==> src/rtl/cpu_sequencer.sv <==
// cpu_sequencer: owns the control-unit FSM state register and adds
// run/pause/single-step debug control, memory wait-state stalling with a
// timeout fault, HALT latching, write-enable gating and an instruction
// retirement counter.
// Ports: clk, reset (sync, active-high), next_state[2:0], we_in[6:0],
//   mem_ready, run_req, pause_req, step_req -> state[2:0], we_out[6:0],
//   advance, paused, halted, fault, instr_count[CNT_W-1:0],
//   cycle_count[31:0].
// Optional macro SEQ_CYCLE_COUNT_EN enables the active-cycle counter;
// without it cycle_count is tied to zero.
module cpu_sequencer #(
  parameter int MEM_TIMEOUT = 15,
  parameter int CNT_W       = 16,
  parameter int RESET_RUN   = 1
) (
  input  logic             clk,
  input  logic             reset,
  input  logic [2:0]       next_state,
  input  logic [6:0]       we_in,
  input  logic             mem_ready,
  input  logic             run_req,
  input  logic             pause_req,
  input  logic             step_req,
  output logic [2:0]       state,
  output logic [6:0]       we_out,
  output logic             advance,
  output logic             paused,
  output logic             halted,
  output logic             fault,
  output logic [CNT_W-1:0] instr_count,
  output logic [31:0]      cycle_count
);

  localparam logic [2:0] FETCH   = 3'b000;
  localparam logic [2:0] MEMORY  = 3'b011;
  localparam logic [2:0] HALT_ST = 3'b101;

  localparam logic [2:0] M_RUN    = 3'd0;
  localparam logic [2:0] M_PAUSED = 3'd1;
  localparam logic [2:0] M_STEP   = 3'd2;
  localparam logic [2:0] M_HALTED = 3'd3;
  localparam logic [2:0] M_FAULT  = 3'd4;

  localparam logic [2:0] M_RESET =
    (RESET_RUN != 0) ? M_RUN : M_PAUSED;
  localparam logic [7:0] TMO = 8'(MEM_TIMEOUT);

  logic [2:0] mode;
  logic       pause_pending;
  logic       step_started;
  logic [7:0] wait_cnt;

  logic active;
  logic mem_phase;
  logic boundary_stop;
  logic stall;
  logic timeout;

  assign active    = (mode == M_RUN) || (mode == M_STEP);
  assign mem_phase = (state == FETCH) || (state == MEMORY);
  assign boundary_stop = (state == FETCH) &&
    (pause_pending || ((mode == M_STEP) && step_started));
  assign advance = active && !boundary_stop &&
    (!mem_phase || mem_ready);

  // A cycle parked at an instruction boundary is not waiting on memory.
  assign stall   = active && mem_phase && !mem_ready && !boundary_stop;
  assign timeout = stall && (wait_cnt == TMO);

  assign we_out = we_in & {7{advance}};
  assign paused = (mode == M_PAUSED);

  always_ff @(posedge clk) begin
    if (reset) begin
      state         <= FETCH;
      mode          <= M_RESET;
      pause_pending <= 1'b0;
      step_started  <= 1'b0;
      wait_cnt      <= '0;
      instr_count   <= '0;
      halted        <= 1'b0;
      fault         <= 1'b0;
    end else begin
      if (advance) begin
        state <= next_state;
      end
      if (advance && state != FETCH && next_state == FETCH) begin
        instr_count <= instr_count + CNT_W'(1);
      end
      if (advance) begin
        wait_cnt <= '0;
      end else if (stall) begin
        wait_cnt <= wait_cnt + 8'd1;
      end
      // HALTED and FAULT are sticky until reset.
      if (mode != M_HALTED && mode != M_FAULT) begin
        if (state == HALT_ST) begin
          mode   <= M_HALTED;
          halted <= 1'b1;
        end else if (timeout) begin
          mode  <= M_FAULT;
          fault <= 1'b1;
        end else begin
          unique case (1'b1)
            (mode == M_RUN): begin
              if (boundary_stop) begin
                mode          <= M_PAUSED;
                pause_pending <= 1'b0;
              end else if (pause_req) begin
                pause_pending <= 1'b1;
              end
            end
            (mode == M_PAUSED): begin
              if (run_req) begin
                mode <= M_RUN;
              end else if (step_req) begin
                mode         <= M_STEP;
                step_started <= 1'b0;
              end
            end
            (mode == M_STEP): begin
              if (run_req) begin
                mode         <= M_RUN;
                step_started <= 1'b0;
              end else if (boundary_stop) begin
                mode         <= M_PAUSED;
                step_started <= 1'b0;
              end else if (advance) begin
                step_started <= 1'b1;
              end
            end
            default: begin
            end
          endcase
        end
      end
    end
  end

`ifdef SEQ_CYCLE_COUNT_EN
  logic [31:0] cyc_q;

  always_ff @(posedge clk) begin
    if (reset) begin
      cyc_q <= '0;
    end else if (active) begin
      cyc_q <= cyc_q + 32'd1;
    end
  end

  assign cycle_count = cyc_q;
`else
  assign cycle_count = 32'd0;
`endif

endmodule

==> config.mk <==
export PLATFORM = sky130hd
export DESIGN_NAME = cpu_sequencer
export DESIGN_NICKNAME = d
export VERILOG_FILES = /design/src/rtl/cpu_sequencer.sv
export SDC_FILE = /design/constraint.sdc
export NUM_CORES = 1
export LEC_CHECK = 0
export ABC_CLOCK_PERIOD_IN_PS = 2390
export BUFFER_PORTS_ARGS = -buffer_cell sky130_fd_sc_hd__buf_2
export CORE_ASPECT_RATIO = 0.9
export CORE_MARGIN = 2
export CORE_UTILIZATION = 50
export CTS_CLUSTER_DIAMETER = 40
export DETAILED_ROUTE_END_ITERATION = 8
export PLACE_DENSITY = 0.81
export SLEW_MARGIN = 20
export SYNTH_ARGS = -nofsm -noshare
export SYNTH_HDL_FRONTEND = slang
export SYNTH_SLANG_ARGS = --single-unit
==> constraint.sdc <==
create_clock -name clk -period 2.39 [get_ports clk]
set_input_delay 0.239 -clock clk [delete_from_list [all_inputs] [get_ports clk]]
set_output_delay 0.239 -clock clk [all_outputs]
set_load 0.01 [all_outputs]
==> impl_results.md, run 1 <==
- Pleak: ~1 nW
- Top cells by area, synth: dfxtp_1, buf_4, nor2_1, xnor2_1, a21oi_1
- Crit-path leading delay family: simple AND/OR/NAND/NOR gates
- Combinational power share: a little over two fifths
- Area of placed instances: 2290 sq um
- Crit path buf inv count: 1
- Layout Nets: around 330
- Final Wtd Congestion: between 0.8 and 0.9
- Post-Syn Instances: about 270
- N_diodes: 0
- DP HPWL: 3100 um
- Switching share of power: 39.8%
- Chip height: 66.2 um
- Die ar.: between 4000 and 5000 sq um
- Max_slew headroom: around half
- CTS buffer count: 5
- Clock sinks: 34
- Hold_buf cts: 0
- Bufs on Longest Clock Path: 2
- Area growth from synthesis to layout: 11.0%
- CTS clk-pin slew, worst paths: 70 ps
- Chip width: between 70 and 80 um
- Mean Syn Cell Area: a little over 8 sq um
- Slowest cell delay on critical path: between 400 and 500 ps
- Synth top area share: around a third
- Wirelength per Cell: around 12 um
- Period minus WS final: approximately 2200 ps
- Drt pass-1 iters: 4
- Final WL: 4400 um
- Number of port buffers: between 40 and 50
- Setup TNS: 0 ps
- Final Hold Viols: 0
- Post-synthesis async set-or-reset flop share: 0%
- Worst Hold Launch: next_state[1]
- Critical Path AT: 1970 ps
- CP Capture Type: output pin
- Internal power: 0.00116 W
- Hold WC Path Type: in -> reg
- Flop pwr share: roughly a third
- Synth warnings: 0
- Psw: 0.000766 W
- Critical Path Slowest Stage Cell: nor2_2
- Share of cells above drive strength 1: approximately 25%
- Status: finished, final reports clean
- Via/cell ratio: about 5.2
- Fillers: 365
- Total GRT Usage: 18.9%
- Critical path, cell by cell: xor2_1 -> nor2_1 -> nor2_2 -> and2_1 -> buf_2
- Post-route insts no fill: 358
- Site Rows: 22
- CTS Root Cell: clkbuf_8
- I/O pins: about 80
- Largest net degree at the start of global routing: between 40 and 50
- Max H-tree Level: 2
- Drt drc: 0
- Startpoint of the worst register-to-register path: state[2]$_SDFFE_PP0N_
- Max-cap violations: 0
- Clock Skews: 7.83 ps
- Detail Route Antenna Nets: 0
- Post-layout util: a little under 60%
- Clock power share: 23.4%
- FMAX: around 450 MHz
- Pwr Density: ~810 nW/um^2
- 1st-iter DRT viols: 160
- Post-CTS setup buffer count: 0
- Post-synth EDFFs: 0
- Total gr overflow: 0
- TritonCTS clock tree: built
- Post-synthesis register bit count: 34
- Setup violations, final: 0
- Worst-Margin Slew: roughly 740 ps
- Critical path type: reg -> out
- CP Max Fanout: 16
- Antenna violations before repair: 0
- Crit path from: state[0]$_SDFFE_PP0N_
- Global-route wire length before repair: 7220 um
- Final instance area: 2380 sq um
- Synthesized area: about 2100 sq um
- Period Utilization, post-route: approximately 92%
- Vias: approximately 1,900
- Fin. max-slew vios: 0
- Core area: ~4100 sq um
- Most used DFF post-synth: dfxtp_1
- Placed Instances: 350
- Yosys cell types: between 40 and 50
- Peak VDD IR: ~0.39 mV
- Crit start category: flip-flop
- Req. time, crit path: 2150 ps
- Initial Util: a little over half
- Clk_lat worst skew: a little under 300 ps
- Cell taking the most area after synthesis: dfxtp_1
- Vias in the first global route: roughly 1,700
- RSZ-0062 raised after global routing: false
- Seq/Total Area, Yosys: a little under a third
final cells by class:
| type | count | area (sq um) | share of cell area, % |
|---|---|---|---|
| Clock buffer | 7 | 86.3 | 3.62 |
| Clock inverter | 1 | 5.00 | 0.210 |
| Inverter | 5 | 18.8 | 0.787 |
| Multi-Input combinational cell | 213 | 1270 | 53.3 |
| Sequential cell | 34 | 681 | 28.5 |
| Tap cell | 48 | 60.1 | 2.52 |
| Timing Repair Buffer | 50 | 263 | 11.0 |
repair_timing:
| action | CTS | global route |
|---|---|---|
| gates resized for setup | 1 | 0 |
| setup endpoints to repair | 7 | 0 |
| hold endpoints to repair | 0 | 0 |
cells by family (layout without fill, tap and decap cells):
family	after synthesis	count (layout)	share of synthesized area (%)
AO/OA/AOI/OAI	43	43	13.5
multiplexers	4	4	2.04
buffers and inverters	49	63	14.7
other	1	32	0.175
flip-flops	34	34	31.7
adder cells (fa/ha/maj)	2	2	1.16
XOR/XNOR	14	14	5.71
AND/OR/NAND/NOR	118	118	31.0
cell usage after synthesis, drive strengths merged (7+ instances only):
master  count
buf        37
and2        7
o21ai       8
nand3       8
nor2       33
nor3       12
nor4       10
nand2b      7
nand2      17
clkbuf      7
xnor2      12
a21oi      19
dfxtp      34
power by group through the flow:
stage	combinational [W]	sequential (W)	clock [W]
finish	0.000803	0.000671	0.000449
global route	0.000898	0.000681	0.000475
CTS	0.000804	0.000671	0.000455
detailed placement	0.000792	0.000684	0
global placement	0.000785	0.000681	0
floorplan	0.000620	0.000686	0
layout by cell type (no fill, tap or decap), types with 7 or more instances in the layout:
master    count
nor2_1       31
nand2b_1      7
xnor2_1      12
nor3_1       10
a21oi_1      19
and2_1        7
buf_2        45
nand2_1      17
nand3_1       8
o21ai_0       7
conb_1       32
dfxtp_1      34
registers in the layout, indices dropped and copies added (netlist names):
register / cells
state: 3
instr_count: 16
mode: 3
pause_pending: 1
halted: 1
wait_cnt: 8
fault: 1
step_started: 1
tightest hold or removal path, cell delays in order:
cell	delay (ps)
buf_2	110
nand2_1	60
a21oi_1	60
stage by stage:
step	total power (W)	hold slack [ps]	worst slack [ps]
final	0.00192	221	180
after global routing	0.00205	254	14.6
after CTS	0.00193	217	162
after detailed placement	0.00148	464	254
after global placement	0.00147	444	358
after floorplan	0.00131	375	616
metal layers:
| metal | vias up | global-route usage, % | share of wire [%] |
|---|---|---|---|
| met2 | 58 | 31.5 | 48 |
| met4 | 0 | 6.94 | 2.0 |
| li1 | 941 | - | - |
| met3 | 9 | 4.73 | 5.5 |
| met1 | 871 | 23.3 | 44 |
| met5 | - | 0 | 0 |
final timing paths:
path / slack [ps] / to / cells past startpoint
setup / recovery: 180 / we_out[1] / 5
hold / removal: 220 / state[1]$_SDFFE_PP0N_ / 3
setup reg to reg: 410 / step_started$_SDFFE_PP0P_ / 6
hold reg to reg: 470 / halted$_SDFFE_PP0P_ / 2
No activity file was read; power rests on OpenSTA's default activity.
==> run 2: changes to the inputs <==
--- a/config.mk
+++ b/config.mk
@@ -13,6 +13,7 @@
 export CTS_CLUSTER_DIAMETER = 40
 export DETAILED_ROUTE_END_ITERATION = 8
 export PLACE_DENSITY = 0.81
+export RECOVER_POWER = 100
 export SLEW_MARGIN = 20
 export SYNTH_ARGS = -nofsm -noshare
 export SYNTH_HDL_FRONTEND = slang
==> run 2 against run 1 <==
  * Worst hold slack about the same
  * Core utilization down 1.9 points
  * Non-clock buffer count unchanged
  * Clock power about the same
  * Setup slack better by 50 ps
  * Global-route usage unchanged
  * Routed wire length about the same
  * Die area unchanged
  * Register-to-register slack worse by 180 ps
  * Highest routed layer unchanged
  * Largest cell class unchanged
  * First-iteration DRC count down 5.6%
  * Total power down 3.2%
==> impl_results.md, run 2 (synthesis gave the netlist of run 1 again) <==
- Fillers: 384 (+5.2%)
- Clk_lat worst skew: 290 ps (about the same)
- Antenna violations before repair: 0 (unchanged)
- FMAX: 463 MHz (+2.3%)
- Total GRT Usage: 18.9% (unchanged)
- Global-route wire length before repair: 7220 um (unchanged)
- Max-cap violations: 0 (unchanged)
- Via/cell ratio: 5.30 (+0.96%)
- N_diodes: 0 (unchanged)
- Core area: 4100 sq um (unchanged)
- Commonest non-fill, non-tap cells in the layout: dfxtp_1, conb_1, nor2_1, clkbuf_1, a21oi_1
- CP Max Fanout: 10 (-6)
- Combinational power share: 39.7% (-2.0 points)
- Clock power share: 24.3% (+0.9 points)
- Period Utilization, post-route: 90.4% (-2.1 points)
- Chip height: 66.2 um (unchanged)
- Critical Path AT: 2340 ps (+370 ps)
- Setup TNS: 0 ps (unchanged)
- Number of port buffers: 45 (unchanged)
- Initial Util: 52.4% (unchanged)
- Detail Route Antenna Nets: 0 (unchanged)
- Largest reg by FF count: instr_count
- CP Capture Type: flip-flop
- Setup violations, final: 0 (unchanged)
- Vias: 1,897 (+0.96%)
- DP HPWL: 3100 um (unchanged)
- Setup WS pre-CTS: 254 ps (unchanged)
- Req. time, crit path: 2570 ps (+420 ps)
- Chip width: 73.1 um (unchanged)
- Largest net degree at the start of global routing: 42 (unchanged)
- R2R depth: 5 (-1)
- RSZ-0062 raised after global routing: false
- Flop pwr share: 36.0% (+1.1 points)
- Peak VDD IR: 0.390 mV (+0.82%)
- Final Hold Viols: 0 (unchanged)
- TritonCTS clock tree: built
- Final Wtd Congestion: 0.829 (unchanged)
- I/O pins: 78 (unchanged)
- Die ar.: 4840 sq um (unchanged)
- Worst hold path endpoint: state[1]$_SDFFE_PP0N_
- Psw: 0.000748 W (-2.3%)
- Pwr Density: 807 nW/um^2 (about the same)
- Area growth from synthesis to layout: 7.40%
- Switching share of power: 40.2% (+0.38 points)
- Vias in the first global route: 1,654 (unchanged)
- Commonest non-fill, non-tap cell in the layout: dfxtp_1
- CTS Root Cell: clkbuf_8
- Clock sinks: 34 (unchanged)
- Site Rows: 22 (unchanged)
- Drt pass-1 iters: 4 (unchanged)
- Fin. max-slew vios: 0 (unchanged)
- Hold WC Path Type: in -> reg
- Multi-input logic area: 1230 sq um (-3.1%)
- Top flop regs: instr_count x16, wait_cnt x8
- Pleak: 0.893 nW (-12%)
- Layout Nets: 327 (unchanged)
- CTS clk-pin slew, worst paths: 70 ps (about the same)
- Final WL: 4390 um (about the same)
- Worst Hold Launch: next_state[1]
- Status: finished, final reports clean
- Worst R2R Setup Slack: 230 ps (-180 ps)
- Critical path type: reg -> reg
- Post-CTS setup buffer count: 0 (unchanged)
- Period minus WS final: 2160 ps (-50.3 ps)
- Max reg flops: 16 (unchanged)
- Hold_buf cts: 0 (unchanged)
- Max H-tree Level: 2 (unchanged)
- Drt drc: 0 (unchanged)
- 1st-iter DRT viols: 151 (-5.6%)
- Wirelength per Cell: 12.3 um (about the same)
- Total gr overflow: 0 (unchanged)
- CTS buffer count: 5 (unchanged)
- Setup ws final: 230 ps (+50.3 ps)
- Share of cells above drive strength 1: 13.9% (-11 points)
- Internal power: 0.00111 W (-3.8%)
- Startpoint of the worst register-to-register path: state[2]$_SDFFE_PP0N_
- Crit start category: flip-flop
- Bufs on Longest Clock Path: 2 (unchanged)
- Max_slew headroom: 35.5% (-16 points)
- Hold-critical path depth: 3 (unchanged)
- Seq. cell area: 681 sq um (unchanged)
- Worst-Margin Slew: 964 ps (+228 ps)
- Reg2reg end: instr_count[10]$_SDFFE_PP0P_
- Clock Skews: 7.64 ps (-0.196 ps)
run 2: cell types whose count changed in the layout (fill, tap and decap cells not counted), moves of 2 or more:
cell | before | now
buf_2 | 45 | 18
and2_0 | 0 | 3
clkbuf_1 | 1 | 29
and2_1 | 7 | 4
nor4_2 | 4 | 2
nor4_1 | 6 | 8
run 2: worst max-delay path by stage:
stage | start | to | slack, ps | cells past startpoint
global route | state[2]$_SDFFE_PP0N_ | instr_count[12]$_SDFFE_PP0P_ | 70 | 5
detailed placement | state[0]$_SDFFE_PP0N_ | we_out[1] | 250 | 5
CTS | state[0]$_SDFFE_PP0N_ | we_out[1] | 160 | 5
global placement | state[1]$_SDFFE_PP0N_ | we_out[3] | 360 | 5
floorplan | state[1]$_SDFFE_PP0N_ | we_out[2] | 620 | 5
finish | state[2]$_SDFFE_PP0N_ | instr_count[10]$_SDFFE_PP0P_ | 230 | 5
run 2: per-stage QoR:
stage          power [W]  hold WS, ps  cell area [sq um]  utilization (%)  cells
2_1_floorplan    0.00131          375               2260                -    296
3_3_place_gp     0.00147          444               2290             55.9    350
3_5_place_dp     0.00148          464               2290             55.9    350
4_1_cts          0.00193          217               2380             58.1    358
5_1_grt          0.00198          254               2310             56.3    358
6_report         0.00186          221               2310             56.3    358
run 2: cell type report:
class / count / share of cell area, %
Multi-Input combinational cell: 213 / 53.4
Tap cell: 48 / 2.60
Timing Repair Buffer: 50 / 9.76
Clock buffer: 7 / 3.74
Inverter: 5 / 0.813
Sequential cell: 34 / 29.5
Clock inverter: 1 / 0.217
run 2: what timing repair did:
item / in CTS / in global routing
endpoints found under the hold margin: 0 / 0
setup endpoints to repair: 7 / 0
gates resized for setup: 1 / 0
run 2: critical path: stages, from the launching register on:
cell and delay [ps]:
dfxtp_1 350, or2_2 320, o211ai_1 780, nor3_4 130, nand3_1 140, mux2_1 320
run 2: power groups by stage:
stage               registers, W  logic, W  clock network [W]
finish                  0.000671  0.000739           0.000452
global placement        0.000681  0.000785                  0
detailed placement      0.000684  0.000792                  0
floorplan               0.000686  0.000620                  0
global route            0.000680  0.000830           0.000475
CTS                     0.000671  0.000804           0.000455
run 2: routing by layer:
layer | vias up | GRT usage (%) | wire length (um)
met1 | 890 | 23.3 | 1930
met3 | 7 | 4.73 | 238
met5 | - | 0 | 0
met2 | 57 | 31.5 | 2160
met4 | 0 | 6.94 | 61
li1 | 943 | - | -
